File: src/rtl/zion_basic_circuit_lib_pkg.sv
// Shared constants and helpers for the zion basic circuit library.
// Holds parameter limits and the occupancy count width function.
package zion_basic_circuit_lib_pkg;

  localparam int ZION_WIDTH_MIN = 1;
  localparam int ZION_WIDTH_MAX = 1024;
  localparam int ZION_DEPTH_MIN = 1;
  localparam int ZION_DEPTH_MAX = 64;

  // Bits needed to count 0..depth occupied stages.
  function automatic int cnt_w(input int depth);
    return $clog2(depth + 1);
  endfunction

  // True when WIDTH/DEPTH fall inside the supported range.
  function automatic bit cfg_ok(input int width, input int depth);
    return (width >= ZION_WIDTH_MIN) && (width <= ZION_WIDTH_MAX) &&
           (depth >= ZION_DEPTH_MIN) && (depth <= ZION_DEPTH_MAX);
  endfunction

endpackage

File: src/rtl/zion_clr_vld_stage.sv
// One pipeline stage: valid bit plus data register.
// Supports load, drain (leave without refill) and synchronous clear.
module zion_clr_vld_stage
  import zion_basic_circuit_lib_pkg::*;
#(
  parameter int               WIDTH    = 8,
  parameter logic [WIDTH-1:0] INI_DATA = '0
)(
  input  logic             clk,
  input  logic             rst,
  input  logic             iClr,
  input  logic             iLd,
  input  logic             iLv,
  input  logic [WIDTH-1:0] iDat,
  output logic             oVld,
  output logic [WIDTH-1:0] oDat
);

  logic             vld_d;
  logic             vld_q;
  logic [WIDTH-1:0] dat_d;
  logic [WIDTH-1:0] dat_q;

  // Next state: clear wins, then load, then drain keeps data.
  always_comb begin
    vld_d = vld_q;
    dat_d = dat_q;
    if (iClr) begin
      vld_d = 1'b0;
      dat_d = INI_DATA;
    end else if (iLd) begin
      vld_d = 1'b1;
      dat_d = iDat;
    end else if (iLv) begin
      vld_d = 1'b0;
    end
  end

  // Stage registers with synchronous reset.
  always_ff @(posedge clk) begin
    if (rst) begin
      vld_q <= 1'b0;
      dat_q <= INI_DATA;
    end else begin
      vld_q <= vld_d;
      dat_q <= dat_d;
    end
  end

  assign oVld = vld_q;
  assign oDat = dat_q;

endmodule

File: src/rtl/zion_clr_vld_pipe.sv
// Valid/ready pipeline with bubble collapsing and synchronous flush.
// Macro ZION_CLR_VLD_PIPE_OCC_CNT_EN enables the occupancy counter.
module zion_clr_vld_pipe
  import zion_basic_circuit_lib_pkg::*;
#(
  parameter int               WIDTH    = 8,
  parameter int               DEPTH    = 2,
  parameter logic [WIDTH-1:0] INI_DATA = '0,
  localparam int              CW       = cnt_w(DEPTH)
)(
  input  logic             clk,
  input  logic             rst,
  input  logic             iClr,
  input  logic             iVld,
  output logic             oRdy,
  input  logic [WIDTH-1:0] iDat,
  output logic             oVld,
  input  logic             iRdy,
  output logic [WIDTH-1:0] oDat,
  output logic [CW-1:0]    oCnt
);

  if (!cfg_ok(WIDTH, DEPTH)) begin : g_bad_cfg
`ifdef CHECK_ERR_EXIT
    $fatal(1, "zion_clr_vld_pipe: WIDTH=%0d DEPTH=%0d illegal",
           WIDTH, DEPTH);
`else
    $error("zion_clr_vld_pipe: WIDTH=%0d DEPTH=%0d illegal",
           WIDTH, DEPTH);
`endif
  end

  logic [DEPTH-1:0] vld;
  logic [DEPTH-1:0] lv;
  logic [DEPTH-1:0] cl;
  logic [DEPTH-1:0] ld;
  logic             rdy;
  logic [WIDTH-1:0] dat [DEPTH];

  // Ready chain from the output back to stage 0; collapses bubbles.
  always_comb begin
    lv = '0;
    cl = '0;
    ld = '0;
    lv[DEPTH-1] = vld[DEPTH-1] && !iClr && iRdy;
    cl[DEPTH-1] = !vld[DEPTH-1] || lv[DEPTH-1];
    for (int k = DEPTH - 2; k >= 0; k--) begin
      lv[k] = vld[k] && cl[k+1];
      cl[k] = !vld[k] || lv[k];
    end
    rdy   = cl[0] && !iClr;
    ld[0] = iVld && rdy;
    for (int k = 1; k < DEPTH; k++) begin
      ld[k] = lv[k-1];
    end
  end

  for (genvar k = 0; k < DEPTH; k++) begin : g_stg
    logic [WIDTH-1:0] din;
    if (k == 0) begin : g_head
      assign din = iDat;
    end else begin : g_body
      assign din = dat[k-1];
    end
    zion_clr_vld_stage #(
      .WIDTH    (WIDTH),
      .INI_DATA (INI_DATA)
    ) u_stg (
      .clk  (clk),
      .rst  (rst),
      .iClr (iClr),
      .iLd  (ld[k]),
      .iLv  (lv[k]),
      .iDat (din),
      .oVld (vld[k]),
      .oDat (dat[k])
    );
  end

  assign oRdy = rdy;
  assign oVld = vld[DEPTH-1] && !iClr;
  assign oDat = dat[DEPTH-1];

`ifdef ZION_CLR_VLD_PIPE_OCC_CNT_EN
  logic          in_x;
  logic          out_x;
  logic [CW-1:0] cnt_d;
  logic [CW-1:0] cnt_q;

  assign in_x  = iVld && rdy;
  assign out_x = oVld && iRdy;

  // Occupancy: up on input-only, down on output-only transfer.
  always_comb begin
    cnt_d = cnt_q;
    if (iClr) begin
      cnt_d = '0;
    end else if (in_x && !out_x) begin
      cnt_d = cnt_q + CW'(1);
    end else if (out_x && !in_x) begin
      cnt_d = cnt_q - CW'(1);
    end
  end

  // Occupancy register with synchronous reset.
  always_ff @(posedge clk) begin
    if (rst) begin
      cnt_q <= '0;
    end else begin
      cnt_q <= cnt_d;
    end
  end

  assign oCnt = cnt_q;
`else
  assign oCnt = '0;
`endif

endmodule

File: config.mk
export PLATFORM = sky130hd
export DESIGN_NAME = zion_clr_vld_pipe
export DESIGN_NICKNAME = d
export VERILOG_FILES = /design/src/rtl/zion_basic_circuit_lib_pkg.sv /design/src/rtl/zion_clr_vld_stage.sv /design/src/rtl/zion_clr_vld_pipe.sv
export SDC_FILE = /design/constraint.sdc
export NUM_CORES = 1
export LEC_CHECK = 0
export CAP_MARGIN = 20
export CELL_PAD_IN_SITES_DETAIL_PLACEMENT = 1
export CELL_PAD_IN_SITES_GLOBAL_PLACEMENT = 2
export CORE_UTILIZATION = 23
export DETAILED_ROUTE_END_ITERATION = 8
export PLACE_DENSITY = 0.84
export SYNTH_ARGS = -nofsm -noshare
export SYNTH_HDL_FRONTEND = slang
export SYNTH_SLANG_ARGS = --single-unit
export TNS_END_PERCENT = 20
File: constraint.sdc
create_clock -name clk -period 1.1 [get_ports clk]
set_input_delay 0.22 -clock clk [delete_from_list [all_inputs] [get_ports clk]]
set_output_delay 0.22 -clock clk [all_outputs]
set_load 0.01 [all_outputs]
==> tab_implementation.tex <==
\begin{tabular}{lr}
\hline
Metric & Value \\
\hline
\multicolumn{2}{l}{\textbf{Timing}} \\
\quad Total count of hold-check failures in the final report & 0 \\
\quad Fin crit share & 120\% \\
\quad Setup repair after global routing missed its margin & yes \\
\quad Setup ws final & -0.218 ns \\
\quad Clock tree skew after final layout & 0.00940 ns \\
\quad Highest clock rate & 759 MHz \\
\quad Final Setup Violations & 18 \\
\quad Hold WS & 0.419 ns \\
\quad Final number of max-transition violations & 0 \\
\quad Post-layout min period & 1.32 ns \\
\multicolumn{2}{l}{\textbf{Clock network}} \\
\quad Clock latency of the later-clocked register in the worst-skew pair & 0.30 ns \\
\quad Clk Tree Root Cell & clkbuf\_4 \\
\quad Buffers from clock root to sink, at most & 2 \\
\quad TritonCTS clock tree & yes \\
\quad Clock slew at the register clock pins of the worst setup and hold paths & 0.11 ns \\
\quad Number of buffers inserted during clock tree synthesis & 3 \\
\quad Number of H-tree levels & 1 \\
\quad Number of hold-repair buffers added at the cts stage & 0 \\
\quad Number of clock sinks seen by CTS & 18 \\
\multicolumn{2}{l}{\textbf{Routing}} \\
\quad Pre-antenna DRT Iters & 3 \\
\quad Post-detailed-route wirelength per cell & 11.5 um \\
\quad Avg Vias per Cell & 4.04 \\
\quad First-iteration detailed-routing DRC count & 20 \\
\quad Number of routed nets with antenna violations & 0 \\
\quad Vias post-DR & 610 \\
\quad DRT Wirelength & 1.74 mm \\
\quad DR DRC count & 0 \\
\multicolumn{2}{l}{\textbf{Yosys}} \\
\quad Distinct cells, synth & 18 \\
\quad Syn Inst Count & 76 \\
\quad Netlist area before placement & 744 sq um \\
\quad Share of synthesized area occupied by flip-flops and latches & 48.4\% \\
\quad Syn\_area\_per\_cell & 9.80 sq um \\
\quad Yosys warns & 0 \\
\quad Seq cells post-synth & 18 \\
\multicolumn{2}{l}{\textbf{Die}} \\
\quad Vertical die dimension & 58.9 um \\
\quad Total I/O pin count & 25 \\
\quad Core area & 0.00305 sq mm \\
\quad Starting density of the core & 24.4\% \\
\quad DIE AREA & 0.00347 sq mm \\
\quad Row count & 20 \\
\quad Width of the chip & 58.9 um \\
\multicolumn{2}{l}{\textbf{Worst setup path}} \\
\quad Reg2Reg Depth & 5 \\
\quad Worst setup SP type & flop \\
\quad Critical setup path kind & flop to flop \\
\quad Startpoint of the worst register-to-register path & g\_stg[1].u\_stg.oVld\$\_SDFFE\_PP0P\_ \\
\quad Required time of the worst setup path & 1.32 ns \\
\quad Data arrival time of the worst path & 1.54 ns \\
\quad Category of the worst setup path capture point & flop \\
\quad Reg-to-reg critical path endpoint & g\_stg[0].u\_stg.oDat[2]\$\_SDFFE\_PP0P\_ \\
\quad FF-to-FF setup slack & -0.22 ns \\
\quad Maximum fanout along the worst path & 4 \\
\multicolumn{2}{l}{\textbf{Final layout}} \\
\quad Combined area of the multi-input logic cells & 344 sq um \\
\quad Fin util & 35.2\% \\
\quad Finished layout cell area & 0.00107 sq mm \\
\quad Area added between synthesis and finish & 44.2\% \\
\quad Antenna cells & 0 \\
\quad Sequential cell area in the final layout & 372 sq um \\
\quad Fraction of layout cells with a size suffix above 1 & 34.6\% \\
\quad Post-layout nets & 121 \\
\quad Filler instances & 366 \\
\multicolumn{2}{l}{\textbf{Place}} \\
\quad Final RePlAce weighted congestion & 0.719 \\
\quad DP Wirelength & 1.32 mm \\
\quad Count of buffers inserted at the top-level ports & 22 \\
\quad Placed Area & 0.00106 sq mm \\
\multicolumn{2}{l}{\textbf{Outcome}} \\
\quad Outcome & finished with violations \\
\quad Failing checks & negative setup slack \\
\multicolumn{2}{l}{\textbf{Global routing}} \\
\quad First-pass GRT wire length & 2.81 mm \\
\quad Number of global-route vias before repair & 617 \\
\quad Total global routing track utilization & 11.0\% \\
\quad Pin count of the biggest net entering global routing & 26 \\
\quad Antenna violations before repair & 0 \\
\quad GR Overflow Total & 0 \\
\multicolumn{2}{l}{\textbf{Power}} \\
\quad Worst vdd rail ir drop & 0.000328 V \\
\quad Leakage Power & 0.000450 uW \\
\quad Ratio of total power to cell area & 1130 mW/mm\^{}2 \\
\multicolumn{2}{l}{\textbf{Hold path}} \\
\quad Cell count of the worst hold path & 3 \\
\quad End point of the most critical hold path & g\_stg[1].u\_stg.oVld\$\_SDFFE\_PP0P\_ \\
\quad Class of the tightest hold or removal check & input pin to flop \\
\quad Beginning of the worst hold path & iClr \\
\multicolumn{2}{l}{\textbf{Flow run}} \\
\quad Maximum Capacitance Violations & 0 \\
\hline
\end{tabular}
[critical path: stages (launching register included)]
cell	delay, ns
dfxtp_2	0.33
and3b_2	0.22
buf_6	0.12
nor3b_4	0.20
buf_4	0.19
mux2i_1	0.19
[cells by family (layout without fill, tap and decap cells)]
family                 Yosys count  after routing  share of synthesized area (%)
AOI/OAI and AO/OA                3              3                           3.19
buffers and inverters            7             37                           6.89
DFF                             18             18                           48.4
muxes                           16             16                           21.5
other                            1              2                          0.504
and+or+nand+nor                 31             31                           19.5
[stage by stage]
step	setup WS, ns	setup TNS, ns	std cells	total power [uW]
final	-0.218	-2.33	151	1220
after global routing	-0.278	-3.28	151	1270
after CTS	-0.215	-1.80	150	1230
after detailed placement	-0.677	-10.38	146	825
after global placement	-0.631	-9.55	146	821
after floorplan	0.0217	0	77	748
[worst max path at each step]
stage / cells past startpoint / start / end / slack, ns
after CTS: 5 / g_stg[1].u_stg.oVld$_SDFFE_PP0P_ / g_stg[0].u_stg.oDat[2]$_SDFFE_PP0P_ / -0.21
after detailed placement: 4 / iRdy / oRdy / -0.68
after global routing: 5 / g_stg[1].u_stg.oVld$_SDFFE_PP0P_ / g_stg[0].u_stg.oDat[1]$_SDFFE_PP0P_ / -0.28
final: 5 / g_stg[1].u_stg.oVld$_SDFFE_PP0P_ / g_stg[0].u_stg.oDat[2]$_SDFFE_PP0P_ / -0.22
after floorplan: 4 / g_stg[1].u_stg.oVld$_SDFFE_PP0P_ / g_stg[0].u_stg.oDat[0]$_SDFFE_PP0P_ / 0.02
after global placement: 4 / iRdy / oRdy / -0.63
[routing by layer]
metal	global-route usage [%]	wire, um
met1	13.0	711
met5	0	0
met3	3.52	112
met2	18.5	888
met4	4.08	27
[power by group]
part           switching, uW  total [uW]  internal [uW]  leakage [uW]
Sequential              2.94         663            661      0.000150
Combinational           62.0         146           83.9      0.000279
Clock                    206         408            202     0.0000210
[cell type report]
| class | count | share of cell area [%] |
|---|---|---|
| Tap cell | 44 | 5.13 |
| Sequential cell | 18 | 34.6 |
| Multi-Input combinational cell | 52 | 32.1 |
| Timing Repair Buffer | 32 | 24.5 |
| Clock buffer | 4 | 3.38 |
| Inverter | 1 | 0.350 |
[cells in the mapped netlist (all sizes together)]
cell type / n / area share, %
a21boi: 1 / 1.5
a21oi: 1 / 0.67
and2b: 1 / 1.0
and3b: 1 / 1.2
buf: 6 / 6.4
conb: 1 / 0.50
dfxtp: 18 / 48
inv: 1 / 0.50
mux2i: 16 / 22
nand2: 24 / 12
nand2b: 1 / 0.84
nor2: 2 / 2.0
nor3: 1 / 0.67
nor3b: 1 / 1.7
o21a: 1 / 1.0
[registers in the layout, summed over array words and instances, names as in the netlist]
| signal | cells |
|---|---|
| g_stg.u_stg.oVld | 2 |
| g_stg.u_stg.oDat | 16 |
[timing repair]
action                     CTS  global route
resized for setup           40            15
setup endpoints to repair   26            26
hold endpoints to repair     0             0
buffers inserted             0             1
[cells in the final DEF (no fill, tap or decap), types with 2 or more instances in the layout]
cell type / instances
dfxtp_2: 9
buf_4: 7
nand2_1: 24
mux2i_1: 16
dlygate4sd2_1: 2
buf_2: 10
clkbuf_4: 3
dfxtp_1: 9
buf_6: 2
clkdlybuf4s50_1: 10
conb_1: 2
Note: power is estimated with default switching activity, not from simulation.
